<file path="config.mk">
export PLATFORM = sky130hd
export DESIGN_NAME = disp_scan_out
export DESIGN_NICKNAME = d
export VERILOG_FILES = /design/src/rtl/disp_scan_out.sv
export SDC_FILE = /design/constraint.sdc
export NUM_CORES = 1
export LEC_CHECK = 0
export ABC_AREA = 1
export CAP_MARGIN = 10
export CORE_MARGIN = 2
export CORE_UTILIZATION = 43
export CTS_CLUSTER_SIZE = 25
export DETAILED_ROUTE_END_ITERATION = 16
export GPL_ROUTABILITY_DRIVEN = 0
export PLACE_DENSITY_LB_ADDON = 0.05
export RECOVER_POWER = 50
export SLEW_MARGIN = 0
export SYNTH_ARGS = -nofsm -noshare
export SYNTH_HDL_FRONTEND = slang
export SYNTH_SLANG_ARGS = --single-unit
export TNS_END_PERCENT = 10
</file>
<file path="constraint.sdc">
create_clock -name clk -period 1.2 [get_ports clk]
set_input_delay 0.18 -clock clk [delete_from_list [all_inputs] [get_ports clk]]
set_output_delay 0.18 -clock clk [all_outputs]
set_load 0.02 [all_outputs]
</file>
<file path="src/rtl/disp_scan_out.sv">
// disp_scan_out: raster timing generator that reads pixels from the frame buffer.
// Ports: clk, reset (async, active-low), enable, pix_data_in -> rd_en_l, pix_out,
//        de, hsync_l, vsync_l, frame_start, busy.
module disp_scan_out #(
  parameter int DATA_WIDTH = 32,
  parameter int H_ACTIVE   = 8,
  parameter int H_FP       = 2,
  parameter int H_SYNC     = 2,
  parameter int H_BP       = 2,
  parameter int V_ACTIVE   = 4,
  parameter int V_FP       = 1,
  parameter int V_SYNC     = 1,
  parameter int V_BP       = 1,
  parameter int RD_LATENCY = 1
) (
  input  logic                  clk,
  input  logic                  reset,
  input  logic                  enable,
  input  logic [DATA_WIDTH-1:0] pix_data_in,
  output logic                  rd_en_l,
  output logic [DATA_WIDTH-1:0] pix_out,
  output logic                  de,
  output logic                  hsync_l,
  output logic                  vsync_l,
  output logic                  frame_start,
  output logic                  busy
);

  localparam int H_TOTAL = H_ACTIVE + H_FP + H_SYNC + H_BP;
  localparam int V_TOTAL = V_ACTIVE + V_FP + V_SYNC + V_BP;
  localparam int HW = $clog2(H_TOTAL);
  localparam int VW = $clog2(V_TOTAL);
  localparam int NS = RD_LATENCY + 1;

  localparam logic [HW-1:0] H_LAST = HW'(H_TOTAL - 1);
  localparam logic [HW-1:0] H_ACT  = HW'(H_ACTIVE);
  localparam logic [HW-1:0] H_SS   = HW'(H_ACTIVE + H_FP);
  localparam logic [HW-1:0] H_SE   = HW'(H_ACTIVE + H_FP + H_SYNC);
  localparam logic [VW-1:0] V_LAST = VW'(V_TOTAL - 1);
  localparam logic [VW-1:0] V_ACT  = VW'(V_ACTIVE);
  localparam logic [VW-1:0] V_SS   = VW'(V_ACTIVE + V_FP);
  localparam logic [VW-1:0] V_SE   = VW'(V_ACTIVE + V_FP + V_SYNC);

  typedef enum logic [1:0] {
    S_IDLE = 2'd0,
    S_RUN  = 2'd1,
    S_STOP = 2'd2
  } state_t;

  state_t          state;
  state_t          state_nxt;
  logic [HW-1:0]   h_cnt;
  logic [VW-1:0]   v_cnt;
  logic            h_last;
  logic            v_last;
  logic            run;
  logic            act0;
  logic            hs0;
  logic            vs0;
  logic            first0;
  logic [NS-1:0]   act_p;
  logic [NS-1:0]   hs_p;
  logic [NS-1:0]   vs_p;
  logic [NS-1:0]   first_p;

  assign h_last = (h_cnt == H_LAST);
  assign v_last = (v_cnt == V_LAST);

  always_ff @(posedge clk or negedge reset) begin
    if (!reset) state <= S_IDLE;
    else        state <= state_nxt;
  end

  // A stop request only takes effect at the end of a frame.
  always_comb begin
    state_nxt = state;
    unique case (state)
      S_IDLE: if (enable) state_nxt = S_RUN;
      S_RUN: begin
        if (!enable)
          state_nxt = (h_last && v_last) ? S_IDLE : S_STOP;
      end
      S_STOP: begin
        if (enable)                state_nxt = S_RUN;
        else if (h_last && v_last) state_nxt = S_IDLE;
      end
      default: state_nxt = S_IDLE;
    endcase
  end

  always_comb begin
    run    = (state != S_IDLE);
    act0   = run && (h_cnt < H_ACT) && (v_cnt < V_ACT);
    hs0    = run && (h_cnt >= H_SS) && (h_cnt < H_SE);
    vs0    = run && (v_cnt >= V_SS) && (v_cnt < V_SE);
    first0 = act0 && (h_cnt == '0) && (v_cnt == '0);
    busy   = run || (|act_p);
  end

  always_ff @(posedge clk or negedge reset) begin
    if (!reset) begin
      h_cnt <= '0;
      v_cnt <= '0;
    end else if (state == S_IDLE) begin
      h_cnt <= '0;
      v_cnt <= '0;
    end else if (h_last) begin
      h_cnt <= '0;
      v_cnt <= v_last ? '0 : v_cnt + 1'b1;
    end else begin
      h_cnt <= h_cnt + 1'b1;
    end
  end

  // Stage 0 of the flag pipe is the same edge that issues rd_en_l.
  always_ff @(posedge clk or negedge reset) begin
    if (!reset) begin
      rd_en_l <= 1'b1;
      act_p   <= '0;
      hs_p    <= '0;
      vs_p    <= '0;
      first_p <= '0;
    end else begin
      rd_en_l <= ~act0;
      act_p   <= {act_p[NS-2:0], act0};
      hs_p    <= {hs_p[NS-2:0], hs0};
      vs_p    <= {vs_p[NS-2:0], vs0};
      first_p <= {first_p[NS-2:0], first0};
    end
  end

  always_ff @(posedge clk or negedge reset) begin
    if (!reset) begin
      de          <= 1'b0;
      pix_out     <= '0;
      hsync_l     <= 1'b1;
      vsync_l     <= 1'b1;
      frame_start <= 1'b0;
    end else begin
      de          <= act_p[NS-1];
      pix_out     <= act_p[NS-1] ? pix_data_in : '0;
      hsync_l     <= ~hs_p[NS-1];
      vsync_l     <= ~vs_p[NS-1];
      frame_start <= first_p[NS-1];
    end
  end

endmodule

</file>
# Word level (Yosys, flattened, before mapping)
# Index checks and enable logic that the tools add are counted.
op_classes:
  bitwise: 3
  n_eq_ne: 7
  n_addsub: 2
  order_cmp: 6
  mux: 12
  n_reduce_logical: 17
op_table:
  columns: ["operator", "count"]
  rows:
  - ["$mux W32", 1]
  - ["$mux W2", 5]
  - ["$logic_and A1 B1 Y1", 9]
  - ["$mux W3", 3]
  - ["$lt A4 B4 Y1 const B", 2]
  - ["$mux W4", 2]
  - ["$lt A3 B3 Y1 const B", 2]
  - ["$pmux W2 S3", 1]
  - ["$add A4 B1 Y4 const B", 1]
  - ["$eq A4 B4 Y1 const B", 1]
  - ["$ge A4 B4 Y1 const B", 1]
  - ["$logic_not A4 Y1", 1]
  - ["$ne A2 B2 Y1 const B", 2]
  - ["$reduce_bool A2 Y1", 2]
  - ["$add A3 B1 Y3 const B", 1]
  - ["$eq A3 B3 Y1 const B", 1]
  - ["$ge A3 B3 Y1 const B", 1]
  - ["$logic_not A3 Y1", 1]
  - ["$ne A3 B3 Y1 const B", 1]
  - ["$not A1 Y1", 3]
  - ["$reduce_and A3 Y1", 1]
  - ["$eq A2 B1 Y1 const B", 1]
  - ["$eq A2 B2 Y1 const B", 1]
  - ["$logic_not A2 Y1", 1]
  - ["other kinds (2)", 2]
totals:
  output_inout_bits: 38
  register_bits: 54
  inputBits: 35
  wordCells: 60

# Depth between registers and ports, before layout
logic_depth:
  depth_word: 5
  depth_mapped: 7

# Worst setup path after synthesis
# No wires, ideal clock.
synth_path:
  path_type: "flip-flop to flip-flop"
  startpoint: "register v_cnt[0]"
  endpoint: "register v_cnt[1]"
  setup_ns: 0.117
  path_slack_ns: 0.169
  t_required_ns: 1.083
  arrival_ns: 0.914
  path_stages_with_launch: 7
  synth_period_minus_slack_ns: 1.031
  path_cell_list: "dfrtp_1 -> inv_1 -> ha_1 -> nand2_1 -> nor2_1 -> nand2_1 -> nand2_1"
synth_via:
  elab_chain_cells: 4
synth_lines:
  columns: ["item", "line_no", "source"]
  rows:
  - ["start: declaration", "53", "logic [VW-1:0] v_cnt;"]
  - ["start signal: assignment", "109", "v_cnt <= v_last ? '0 : v_cnt + 1'b1;"]
  - ["$add A3 B1 Y3 or $eq A3 B3 Y1 (tied branches)", "109, 67", null]
  - ["$mux W3 *", "109", null]
  - ["$mux W3 *", "107", "end else if (h_last) begin"]
  - ["$mux W3 *", "104", "end else if (state == S_IDLE) begin"]
# Every way passes the cells marked *; elsewhere a longest branch is shown, timed or not. The select of a mux whose other input is x is not followed.
# A chain may end at the register's enable or synchronous reset.

# Final worst setup path
layout_path:
  startpoint: "register state[0]"
  endpoint: "output busy"
layout_via:
  elab_chain_cells: 2
layout_lines:
  columns: ["item", "line_no", "source"]
  rows:
  - ["start: declaration", "50", "state_t state;"]
  - ["start signal: assignment", "71", "else state <= state_nxt;"]
  - ["$reduce_bool A2 Y1", "92", "run = (state != S_IDLE);"]
  - ["$logic_or A1 B1 Y1", "97", "busy = run || (|act_p);"]
  - ["end: declaration", "26", "output logic busy"]
# No other way between the ends.

==> out/metrics.cfg <==
[status]
outcome = completed

[sta]
fin_worst_skew_ns = 0.00533
setup_slack_ns = 0.0153
final_max_slew_viol_count = 0
final.min_clock_period_ns = 1.18
rsz0062_at_grt = yes
hold-worst-slack_ns = 0.351
hold_viol = 0
relSlewSlack_pct = 63.6
fin_crit_sh_pct = 98.7
worst_pin_slew_ns = 0.547
clock.fmax_ghz = 0.844
setup-violations-final = 0

[detailed_routing]
wire_per_inst_um = 11.3
viasPerCell = 4.34
drc = 0
first_pass_iters = 4
vias = 1371
ant_nets = 0
drt-initial-drc-count = 62
drt_wl_total_mm = 3.57

[synthesis]
avgSynthCellArea_sq_um = 10.5
synth_flop_cell = dfrtp_1
synth_edf_count = 0
synth_area_leaders = dfrtp_1, nand2_1, inv_1, dfstp_2, nand3_1
yosys_warnings = 0
synth_top_area_share_pct = 66.4
synth_cell_types = 18
async_flop_share_pct = 100
syn_inst = 183
ys_seq_area_share_pct = 70.5
yosysTopAreaCell = dfrtp_1
syn-num-nets = 221
syn_area_sq_um = 1920
ys_ff_latch = 54

[final_layout]
drive_above_1_share_pct = 9.47
final_cell_mix = dfrtp_1, nand2_1, inv_1, clkdlybuf4s50_1, dlygate4sd2_1
insertedDiodeCount = 0
area_delta_synth_final_pct = 44.6
design_area_sq_um = 2780
nets = 301
mostFrequentLayoutCell = dfrtp_1

[setup_path]
r2r-end = v_cnt[1]
required_ns = 1.02
cp.arrival_ns = 1.00
startpoint_type = register
worstReg2RegStart = v_cnt[1]
end_kind = output pin
critPathMaxFanout = 2
ff2ff_path_depth = 6
r2r_slack_ns = 0.09
worstSetupPathType = reg2out

[placed_design]
dp_hpwl_mm = 2.53
dp_slack_ns = -0.0675
place_area_sq_um = 2730
port_buffers = 72

[grt]
grt_first_pass_wirelength_mm = 6.20
grtUsageTotal_pct = 16.0
antenna_found_initial = 0
grt.overflow.total = 0
grt_max_degree = 47
grt_pass1_vias = 1334

[floorplanning]
die_w_um = 70.9
fp.dieH_um = 70.9
initial_utilization_pct = 44.4
row_count = 24
die_area_sq_um = 5020
core_area_sq_um = 4320
ios = 73

[worst_hold_path]
holdPathStages = 0
hold_end = first_p[1]
min_from = first_p[0]
hp-class = reg2reg

[cts]
cts_buffers = 5
cts_sinks = 54
clock_latency_ns = 0.30
cts_max_level = 2
clk_path_buf_depth = 2
cts_tree = yes
root_buffer = clkbuf_8
path_clk_slew_ns = 0.09

[pwr]
power.density_nw_per_um2 = 1360
max-vdd-ir-drop_v = 0.000620
power.leakage_nw = 1.60

[run]
cap_violations = 0

## worst max-delay path, cell delays in order (launching register included)
cell     delay [ns]
dfrtp_1        0.39
nor2_2         0.12
nand2_1        0.07
buf_6          0.13
## kinds of logic (layout without fill, tap and decap cells)
group	count (synthesis)	after routing	synth area share, %
compound gates	4	4	1.04
fa+ha+maj	3	3	1.95
flops	54	54	70.5
simple gates	72	72	16.2
buf+inv	49	130	9.83
xor+xnor	1	1	0.456
## Yosys cell counts, types with 2 or more instances
cell type  number
a21oi_1         3
nand3_1         9
buf_2           4
ha_1            3
nand2_1        47
dfrtp_1        51
dfstp_2         3
nor3_2          2
nor2_1          9
inv_1          43
inv_2           2
## where the power goes
part / internal, W / total, W / switching (W)
Combinational: 0.000304 / 0.000718 / 0.000414
Clock: 0.000466 / 0.00101 / 0.000548
Sequential: 0.00199 / 0.00206 / 0.0000673
## per-layer routing
layer	GRT usage, %	routed length [um]
met3	4.27	229
met4	7.34	66
met5	0	0
met2	24.4	1650
met1	21.7	1620
## what timing repair did
item / CTS / global route
resized for setup: 50 / 10
hold buffers: 1 / 0
endpoints found under the hold margin: 8 / 0
setup endpoints to repair: 38 / 9
pin swaps: 1 / 2
setup buffers: 0 / 0
## flip-flops by register name (all words and copies together), names as in the netlist, 2 cells and up
signal and flops:
act_p 2, v_cnt 3, first_p 2, h_cnt 4
pix_out 32, vs_p 2, hs_p 2, state 2
## worst max-delay path by stage
| stage | depth (start not counted) | slack [ns] | start | endpoint |
|---|---|---|---|---|
| 6_report | 3 | 0.02 | state[0] | busy |
| 5_1_grt | 3 | -0.03 | act_p[0] | busy |
| 4_1_cts | 3 | -0.01 | state[0] | busy |
| 3_5_place_dp | 3 | -0.07 | state[1] | busy |
| 3_3_place_gp | 3 | -0.07 | state[1] | busy |
| 2_1_floorplan | 6 | 0.17 | v_cnt[0] | v_cnt[1] |
## per-stage QoR
stage | std cells | setup TNS [ns] | util, % | total power, W
after floorplan | 183 | 0 | - | 0.00246
after global routing | 316 | -0.0255 | 64.3 | 0.00400
after global placement | 307 | -0.245 | 63.0 | 0.00290
after CTS | 316 | -0.0105 | 63.9 | 0.00385
final | 316 | 0 | 64.3 | 0.00379
after detailed placement | 307 | -0.255 | 63.0 | 0.00291
## final cells by class
type	instances	area, sq um
clock buffer	7	86.3
clock inverter	1	5.00
fill	380	1550
inverter	45	169
multi-input combinational	80	378
sequential	54	1360
tap	52	65.1
timing repair buffer	77	721
(Power assumes the default switching activity.)
